### src/rtl/img_frame_sched_pkg.sv
// Shared types and helpers for the frame-buffer slot scheduler.
package img_frame_sched_pkg;

    localparam int SLOT_IDX_W = 3;
    localparam int TYPE_W     = 2;
    localparam int DESC_W     = SLOT_IDX_W + TYPE_W + 1;

    typedef enum logic [2:0] {
        ST_IDLE   = 3'd0,
        ST_CMD    = 3'd1,
        ST_START  = 3'd2,
        ST_RUN    = 3'd3,
        ST_COMMIT = 3'd4,
        ST_ABORT  = 3'd5
    } state_t;

    typedef struct packed {
        logic [SLOT_IDX_W-1:0] slot;
        logic [TYPE_W-1:0]     ftype;
        logic                  ovf;
    } desc_t;

    // Shift-add is enough because the slot index is at most 3 bits wide.
    function automatic logic [31:0] slot_addr(input logic [31:0]           base,
                                              input logic [31:0]           size,
                                              input logic [SLOT_IDX_W-1:0] slot);
        logic [31:0] acc;
        acc = base;
        for (int b = 0; b < SLOT_IDX_W; b++) begin
            if (slot[b]) acc = acc + (size << b);
        end
        return acc;
    endfunction

endpackage

### src/rtl/img_desc_fifo.sv
// First-word-fall-through FIFO carrying ready descriptors to the consumer.
module img_desc_fifo
    import img_frame_sched_pkg::*;
#(
    parameter int WIDTH = DESC_W,
    parameter int DEPTH = 4
)(
    input  logic             clk,
    input  logic             rst_n,
    input  logic             push,
    input  logic [WIDTH-1:0] din,
    input  logic             pop,
    output logic [WIDTH-1:0] dout,
    output logic             valid
);

    localparam int PW = (DEPTH > 1) ? $clog2(DEPTH) : 1;
    localparam int CW = $clog2(DEPTH + 1);

    logic [WIDTH-1:0] mem [DEPTH];
    logic [PW-1:0]    wr_ptr;
    logic [PW-1:0]    rd_ptr;
    logic [CW-1:0]    count;
    logic             do_push;
    logic             do_pop;

    assign do_push = push && (count != CW'(DEPTH));
    assign do_pop  = pop && (count != '0);
    assign valid   = (count != '0);
    assign dout    = mem[rd_ptr];

    always_ff @(posedge clk) begin
        if (do_push) mem[wr_ptr] <= din;
    end

    always_ff @(posedge clk) begin
        if (!rst_n) begin
            wr_ptr <= '0;
            rd_ptr <= '0;
            count  <= '0;
        end else begin
            if (do_push) wr_ptr <= (wr_ptr == PW'(DEPTH - 1)) ? '0 : wr_ptr + PW'(1);
            if (do_pop)  rd_ptr <= (rd_ptr == PW'(DEPTH - 1)) ? '0 : rd_ptr + PW'(1);
            case ({do_push, do_pop})
                2'b10:   count <= count + CW'(1);
                2'b01:   count <= count - CW'(1);
                default: count <= count;
            endcase
        end
    end

endmodule

### src/rtl/img_frame_sched.sv
// Allocates a DDR slot per camera frame, drives datamover and packetizer, and posts ready descriptors.
//  state  | meaning
//  IDLE   | waiting for a frame-start edge; allocate or drop
//  CMD    | datamover write command offered
//  START  | packetizer started, watchdog loaded
//  RUN    | waiting for packet-done and write-done
//  COMMIT | push descriptor
//  ABORT  | free slot, count error
module img_frame_sched
    import img_frame_sched_pkg::*;
#(
    parameter int          NUM_SLOTS = 4,
    parameter logic [31:0] BASE_ADDR = 32'h8000_0000,
    parameter logic [31:0] SLOT_SIZE = 32'h0010_0400,
    parameter logic [31:0] TMO_CYC   = 32'd4000000
)(
    input  logic        clk,
    input  logic        rst_n,
    input  logic        cam_fs,
    input  logic [1:0]  cam_type,
    output logic        pk_frame_start,
    output logic [1:0]  pk_frame_type,
    input  logic        pk_frame_store,
    input  logic        pk_overflow,
    output logic        cmd_valid,
    input  logic        cmd_ready,
    output logic [31:0] cmd_addr,
    output logic [22:0] cmd_btt,
    input  logic        wr_done,
    input  logic        wr_err,
    output logic        rdy_valid,
    input  logic        rdy_ready,
    output logic [2:0]  rdy_slot,
    output logic [31:0] rdy_addr,
    output logic [1:0]  rdy_type,
    output logic        rdy_ovf,
    input  logic        rel_valid,
    input  logic [2:0]  rel_slot,
    output logic [7:0]  busy_map,
    output logic [15:0] drop_cnt,
    output logic [15:0] err_cnt
);

    localparam logic [7:0] SLOT_MASK = 8'((32'd1 << NUM_SLOTS) - 32'd1);

    state_t      state, state_nx;
    logic        fs_q1, fs_q2, fs_edge;
    logic [1:0]  type_q1, type_q;
    logic [2:0]  slot_q;
    logic        pk_done, dm_done, pk_done_nx, dm_done_nx;
    logic [31:0] wd;
    logic [7:0]  busy, busy_nx, free_map;
    logic        free_any;
    logic [2:0]  free_idx;
    logic        alloc, drop, push, abort_fr;
    desc_t       push_desc, head_desc;
    logic        head_valid;

    assign fs_edge = fs_q1 & ~fs_q2;

    always_comb begin
        free_map = ~busy & SLOT_MASK;
        free_any = |free_map;
        free_idx = '0;
        for (int i = 7; i >= 0; i--) begin
            if (free_map[i]) free_idx = 3'(i);
        end
    end

    always_comb begin
        state_nx   = state;
        alloc      = 1'b0;
        drop       = 1'b0;
        push       = 1'b0;
        abort_fr   = 1'b0;
        pk_done_nx = pk_done | pk_frame_store;
        dm_done_nx = dm_done | (wr_done & ~wr_err);
        case (state)
            ST_IDLE: begin
                if (fs_edge) begin
                    if (free_any) begin
                        alloc    = 1'b1;
                        state_nx = ST_CMD;
                    end else begin
                        drop = 1'b1;
                    end
                end
            end
            ST_CMD:   if (cmd_ready) state_nx = ST_START;
            ST_START: state_nx = ST_RUN;
            ST_RUN: begin
                if (wr_done & wr_err)            state_nx = ST_ABORT;
                else if (pk_done_nx & dm_done_nx) state_nx = ST_COMMIT;
                else if (wd == '0)                state_nx = ST_ABORT;
            end
            ST_COMMIT: begin
                push     = 1'b1;
                state_nx = ST_IDLE;
            end
            ST_ABORT: begin
                abort_fr = 1'b1;
                state_nx = ST_IDLE;
            end
            default: state_nx = ST_IDLE;
        endcase
    end

    // Allocation sees the pre-release map; a release aimed at a free slot is a no-op.
    always_comb begin
        busy_nx = busy;
        if (rel_valid) busy_nx[rel_slot] = 1'b0;
        if (abort_fr)  busy_nx[slot_q]   = 1'b0;
        if (alloc)     busy_nx[free_idx] = 1'b1;
        busy_nx = busy_nx & SLOT_MASK;
    end

    always_ff @(posedge clk) begin
        if (!rst_n) begin
            state    <= ST_IDLE;
            fs_q1    <= 1'b0;
            fs_q2    <= 1'b0;
            type_q1  <= '0;
            type_q   <= '0;
            slot_q   <= '0;
            pk_done  <= 1'b0;
            dm_done  <= 1'b0;
            wd       <= '0;
            busy     <= '0;
            drop_cnt <= '0;
            err_cnt  <= '0;
        end else begin
            state   <= state_nx;
            fs_q1   <= cam_fs;
            fs_q2   <= fs_q1;
            type_q1 <= cam_type;
            busy    <= busy_nx;
            if (alloc) begin
                slot_q  <= free_idx;
                type_q  <= type_q1;
                pk_done <= 1'b0;
                dm_done <= 1'b0;
            end else if (state == ST_RUN) begin
                pk_done <= pk_done_nx;
                dm_done <= dm_done_nx;
            end
            if (state == ST_START)                 wd <= TMO_CYC - 32'd1;
            else if (state == ST_RUN && wd != '0) wd <= wd - 32'd1;
            if (drop && drop_cnt != 16'hFFFF)     drop_cnt <= drop_cnt + 16'd1;
            if (abort_fr && err_cnt != 16'hFFFF)  err_cnt <= err_cnt + 16'd1;
        end
    end

    assign push_desc = '{slot: slot_q, ftype: type_q, ovf: pk_overflow};

    img_desc_fifo #(
        .WIDTH (DESC_W),
        .DEPTH (NUM_SLOTS)
    ) u_desc_fifo (
        .clk   (clk),
        .rst_n (rst_n),
        .push  (push),
        .din   (push_desc),
        .pop   (rdy_ready),
        .dout  (head_desc),
        .valid (head_valid)
    );

    assign pk_frame_start = (state == ST_START) || (state == ST_RUN);
    assign pk_frame_type  = type_q;
    assign cmd_valid      = (state == ST_CMD);
    assign cmd_addr       = cmd_valid ? slot_addr(BASE_ADDR, SLOT_SIZE, slot_q) : '0;
    assign cmd_btt        = cmd_valid ? SLOT_SIZE[22:0] : '0;
    assign rdy_valid      = head_valid;
    assign rdy_slot       = head_valid ? head_desc.slot : '0;
    assign rdy_type       = head_valid ? head_desc.ftype : '0;
    assign rdy_ovf        = head_valid & head_desc.ovf;
    assign rdy_addr       = head_valid ? slot_addr(BASE_ADDR, SLOT_SIZE, head_desc.slot) : '0;
    assign busy_map       = busy;

endmodule

### config.mk
export PLATFORM = sky130hd
export DESIGN_NAME = img_frame_sched
export DESIGN_NICKNAME = d
export VERILOG_FILES = /design/src/rtl/img_frame_sched_pkg.sv /design/src/rtl/img_desc_fifo.sv /design/src/rtl/img_frame_sched.sv
export SDC_FILE = /design/constraint.sdc
export NUM_CORES = 1
export LEC_CHECK = 0
export BUFFER_PORTS_ARGS = -buffer_cell sky130_fd_sc_hd__buf_2
export CORE_AREA = 2 2 102 128
export DETAILED_ROUTE_END_ITERATION = 8
export DIE_AREA = 0 0 104 130
export GPL_TIMING_DRIVEN = 0
export PLACE_DENSITY = 0.83
export SYNTH_ARGS = -nofsm -noshare
export SYNTH_HDL_FRONTEND = slang
export SYNTH_SLANG_ARGS = --single-unit
export TNS_END_PERCENT = 5
### constraint.sdc
create_clock -name clk -period 4.2 [get_ports clk]
set_input_delay 0.42 -clock clk [delete_from_list [all_inputs] [get_ports clk]]
set_output_delay 0.42 -clock clk [all_outputs]
set_load 0.01 [all_outputs]
==> summary by stage <==
Clocking
The count of instances resized after the clock tree is built is 0. The clock root buffer is clkbuf_16. TritonCTS built the clock tree. The count of hold-fix buffers inserted at cts is 0. The clock tree buffer depth is 2. In this run, CTS created clock tree buffers numbering 9. The post-CTS setup buffer count is 0. The register clock-pin slew on the reported worst setup and hold paths is 0.07 ns. Clock latency on the worst-skew pair, taken at its later pin, is 0.35 ns. The maximum level of the CTS H-tree is 3. Clock tree synthesis found a total of 110 sinks.

Worst setup path
Of all nets on the critical path, the largest fanout is 10. The most critical setup path has its endpoint at wd[4]. The end of the worst register-to-register path is wd[4]. Walking the worst path, the cells encountered are inv_1 > ha_1 > nor4b_1 > nand4_1 > nor3_1 > buf_2 > o21ai_1 > a31o_2.

The dominant delay contributor by cell family on the critical path is simple AND/OR/NAND/NOR gates. In this run the critical register-to-register path is launched from wd[0]. The critical path crosses 8 cells after its start point.

Counting both buffers and inverters, the worst setup path holds a total of 2. The worst setup path is captured at a flop. Counting cells, the worst reg-to-reg path comes to 8. The worst setup path is launched from a flop. The setup path with the least slack is of type flop to flop. The worst path arrival time is 3.23 ns. The slowest cell on the critical path is nor3_1. The most critical setup path has its startpoint at wd[0].

The register-to-register setup slack is 1.22 ns. The largest single stage delay on the critical path is 0.67 ns. The required time of the critical path is 4.45 ns.

Final layout
The area of the multi-input gates is 3030 µm². The layout net count is 835. The number of antenna diodes in the final layout is 0. The cell area after layout is between 7000 and 8000 µm². Cells with a size suffix above 1 make up 25.2% of the layout.

Relative to the synthesized area, the layout overhead comes to 19.5%. The number of fill cells in the layout is 1115. The count of placed standard cells in the final layout, fillers left out is 983. The core occupancy in the finished layout is 58.0%. The sequential cell area is 2400 µm².

Logic synthesis
For this run, asynchronously set or reset flops after synthesis account for 0%. The share of synthesized area occupied by flip-flops and latches is 39.8%. The Yosys warning count is 0. The synthesized instance count is around 650. The number of synthesized register bits is 110. After synthesis, the netlist uses 67 different library cells. In this run the mean area of a mapped cell was 9.30 µm².

The area of the mapped netlist is 6040 µm². The synthesized design contains 20 enable-type register cells. The main flop type after synthesis is dfxtp_1.

Power
IR analysis of the VDD net gives a maximum drop of 0.249 mV. Overall power consumption after layout is estimated at 2.49 mW. Summed over all cells, the static leakage comes to around 3.1 nW. The power per cell area is about 340 nW/µm².

Drt
The number of iterations in the first detailed-routing pass is 4. The number of DRC markers in iteration 0 is 234. The number of vias after detailed routing is 4999. The final routed DRC violation total is 0. The average wire per cell in the routed design is 13.6 µm. The detail route stage leaves a number of antenna-violating nets equal to 0. Using the TritonRoute via totals, the vias-per-cell ratio works out to 5.09. The sum of routed wire length over all layers is 13400 µm.

Die
The area of the die is 13500 µm². The x dimension of the die is approximately 100 µm. The y dimension of the die is 130 µm. 153 I/O pins were placed. The initial utilization of the core area, before any placement, comes to 48.6%. The total area inside the core boundary comes to between 10000 and 15000 µm². The floorplan has 46 rows.

Placement
The count of buffers added on input and output ports is 71. After detailed placement, the total cell area comes to 6900 µm². The routability-driven placement congestion ratio is 0.836.

Once detailed placement completed, the half-perimeter wirelength came to 9920 µm. The count of placed standard cells including taps is 967. The placement-stage worst setup slack is ~1.3 ns.

Global route
The total grt overflow is 0. The number of antenna violations at the first check in global routing came to 0. Global routing used between 10% and 20% of the available tracks across all layers. The first global-routing pass estimated roughly 21000 µm of wire. The pin count of the biggest net entering global routing is 18. The via count of the first global-routing pass was 4618.

Status
The run finished with clean final reports.

STA
The transition at the pin with the smallest max-transition slack is about 0.89 ns. The max-slew violation count is 0. The final hold violation count is 0.

Static timing analysis puts the maximum clock frequency at 0.336 GHz. Dividing the final minimum period by the clock period gives 70.9%. In the final timing run, aggregate negative setup slack is 0 ns. The final count of negative-setup-slack endpoints is 0. The relative slew slack is 40.3%. Setup slack on the critical path of the routed design comes to approximately 1.2 ns.

Between clock sinks in the finished design, the worst skew comes to 0.00947 ns. The tightest hold path in the finished design has a slack of 0.286 ns. Setup repair after global routing left no endpoint under its margin. The post-route minimum period is 2.98 ns.

Job
Across the run, the number of max-cap violations was 0.

Worst hold path
The path class of the lowest-slack min-delay path is input port to flop.
-- area by class of cell --
type                            count  share of cell area (%)
Sequential cell                   110                    33.3
Buffer                            115                    11.3
Clock inverter                      5                    1.14
Multi-Input combinational cell    479                    42.0
Timing Repair Buffer               71                    4.93
Clock buffer                       11                    3.23
Tap cell                          168                    2.91
Inverter                           24                    1.25
-- synth_stat cells (3+ instances only) --
cell       count  area [µm²]
buf_4         92         691
dfxtp_1       90        1800
nor2_1        46         173
a21oi_1       32         160
and2_1        26         163
inv_1         24        90.1
nand2_1       23        86.3
edfxtp_1      20         601
nand3_1       19        95.1
o21ai_0       18        90.1
clkbuf_1      16        60.1
xor2_1        16         140
o31ai_1       15         113
nor3_1        14        70.1
or3_1         13        81.3
xnor2_1       12         105
nand4_1       11        68.8
or4_1         11        82.6
and3_1        10        62.6
a211oi_1       9        67.6
ha_1           9         113
mux2i_1        9        90.1
and4_1         8        70.1
nor4_1         8        50.1
o2111ai_1      8        70.1
nor3b_1        6        45.0
o211ai_1       6        45.0
o21a_1         6        45.0
mux4_2         5         113
nand2b_1       5        31.3
or4_2          5        43.8
a2111oi_0      4        35.0
a31oi_1        4        25.0
nand3b_1       3        22.5
nor2b_1        3        18.8
-- report_power, final --
part	leakage, nW	internal [mW]	switching (mW)
Clock	0.149	0.526	0.385
Sequential	0.911	1.10	0.0303
Combinational	2.08	0.167	0.283
-- state kept, by name, summed over array words and instances (netlist names), named ones only --
register            count
u_desc_fifo.mem        20
u_desc_fifo.wr_ptr      2
slot_q                  2
wd                     32
state                   3
fs_q1                   1
u_desc_fifo.count       3
pk_done                 1
type_q1                 2
busy_map                4
fs_q2                   1
u_desc_fifo.rd_ptr      2
drop_cnt               16
pk_frame_type           2
err_cnt                16
dm_done                 1
-- logic make-up (layout without fill, tap and decap cells) --
group           after synthesis  after routing  synth area share, %
flops                       110            110                 39.8
other cells                   1             80               0.0621
fa+ha+maj                    10             10                 2.20
buf+inv                     139            226                 15.0
compound gates              121            121                 13.7
simple gates                224            224                 21.5
xor+xnor                     28             28                 4.06
mux                          16             16                 3.73
-- layer usage --
metal	part of all wire [%]	GRT usage (%)	up-vias
met5	0	0	-
met4	2.1	8.27	0
met3	4.9	4.40	23
met2	53	36.9	139
met1	40	20.9	2321
li1	-	-	2516
-- worst min-delay path by stage --
stage           startpoint                    end  slack, ns  cells past startpoint
6_report       pk_overflow  u_desc_fifo.mem[0][0]       0.29                      1
3_5_place_dp         fs_q1                  fs_q2       0.46                      1
3_3_place_gp    type_q1[1]       pk_frame_type[1]       0.44                      2
4_1_cts        pk_overflow  u_desc_fifo.mem[1][0]       0.28                      1
5_1_grt        pk_overflow  u_desc_fifo.mem[0][0]       0.29                      1
2_1_floorplan        fs_q1                  fs_q2       0.43                      1
-- cell usage in the layout, fill, tap and decap left out, types with 9 or more instances in the layout --
master     count
buf_4         92
dfxtp_1       90
conb_1        80
buf_2         72
nor2_1        46
a21oi_1       32
and2_1        26
inv_1         24
nand2_1       23
edfxtp_1      20
nand3_1       19
clkbuf_1      18
o21ai_0       18
xor2_1        16
o31ai_1       15
nor3_1        14
or3_1         13
xnor2_1       12
nand4_1       11
or4_1         11
and3_1        10
a211oi_1       9
mux2i_1        9
ha_1           9
clkbuf_16      9
Power figures use the tool's default switching activity.
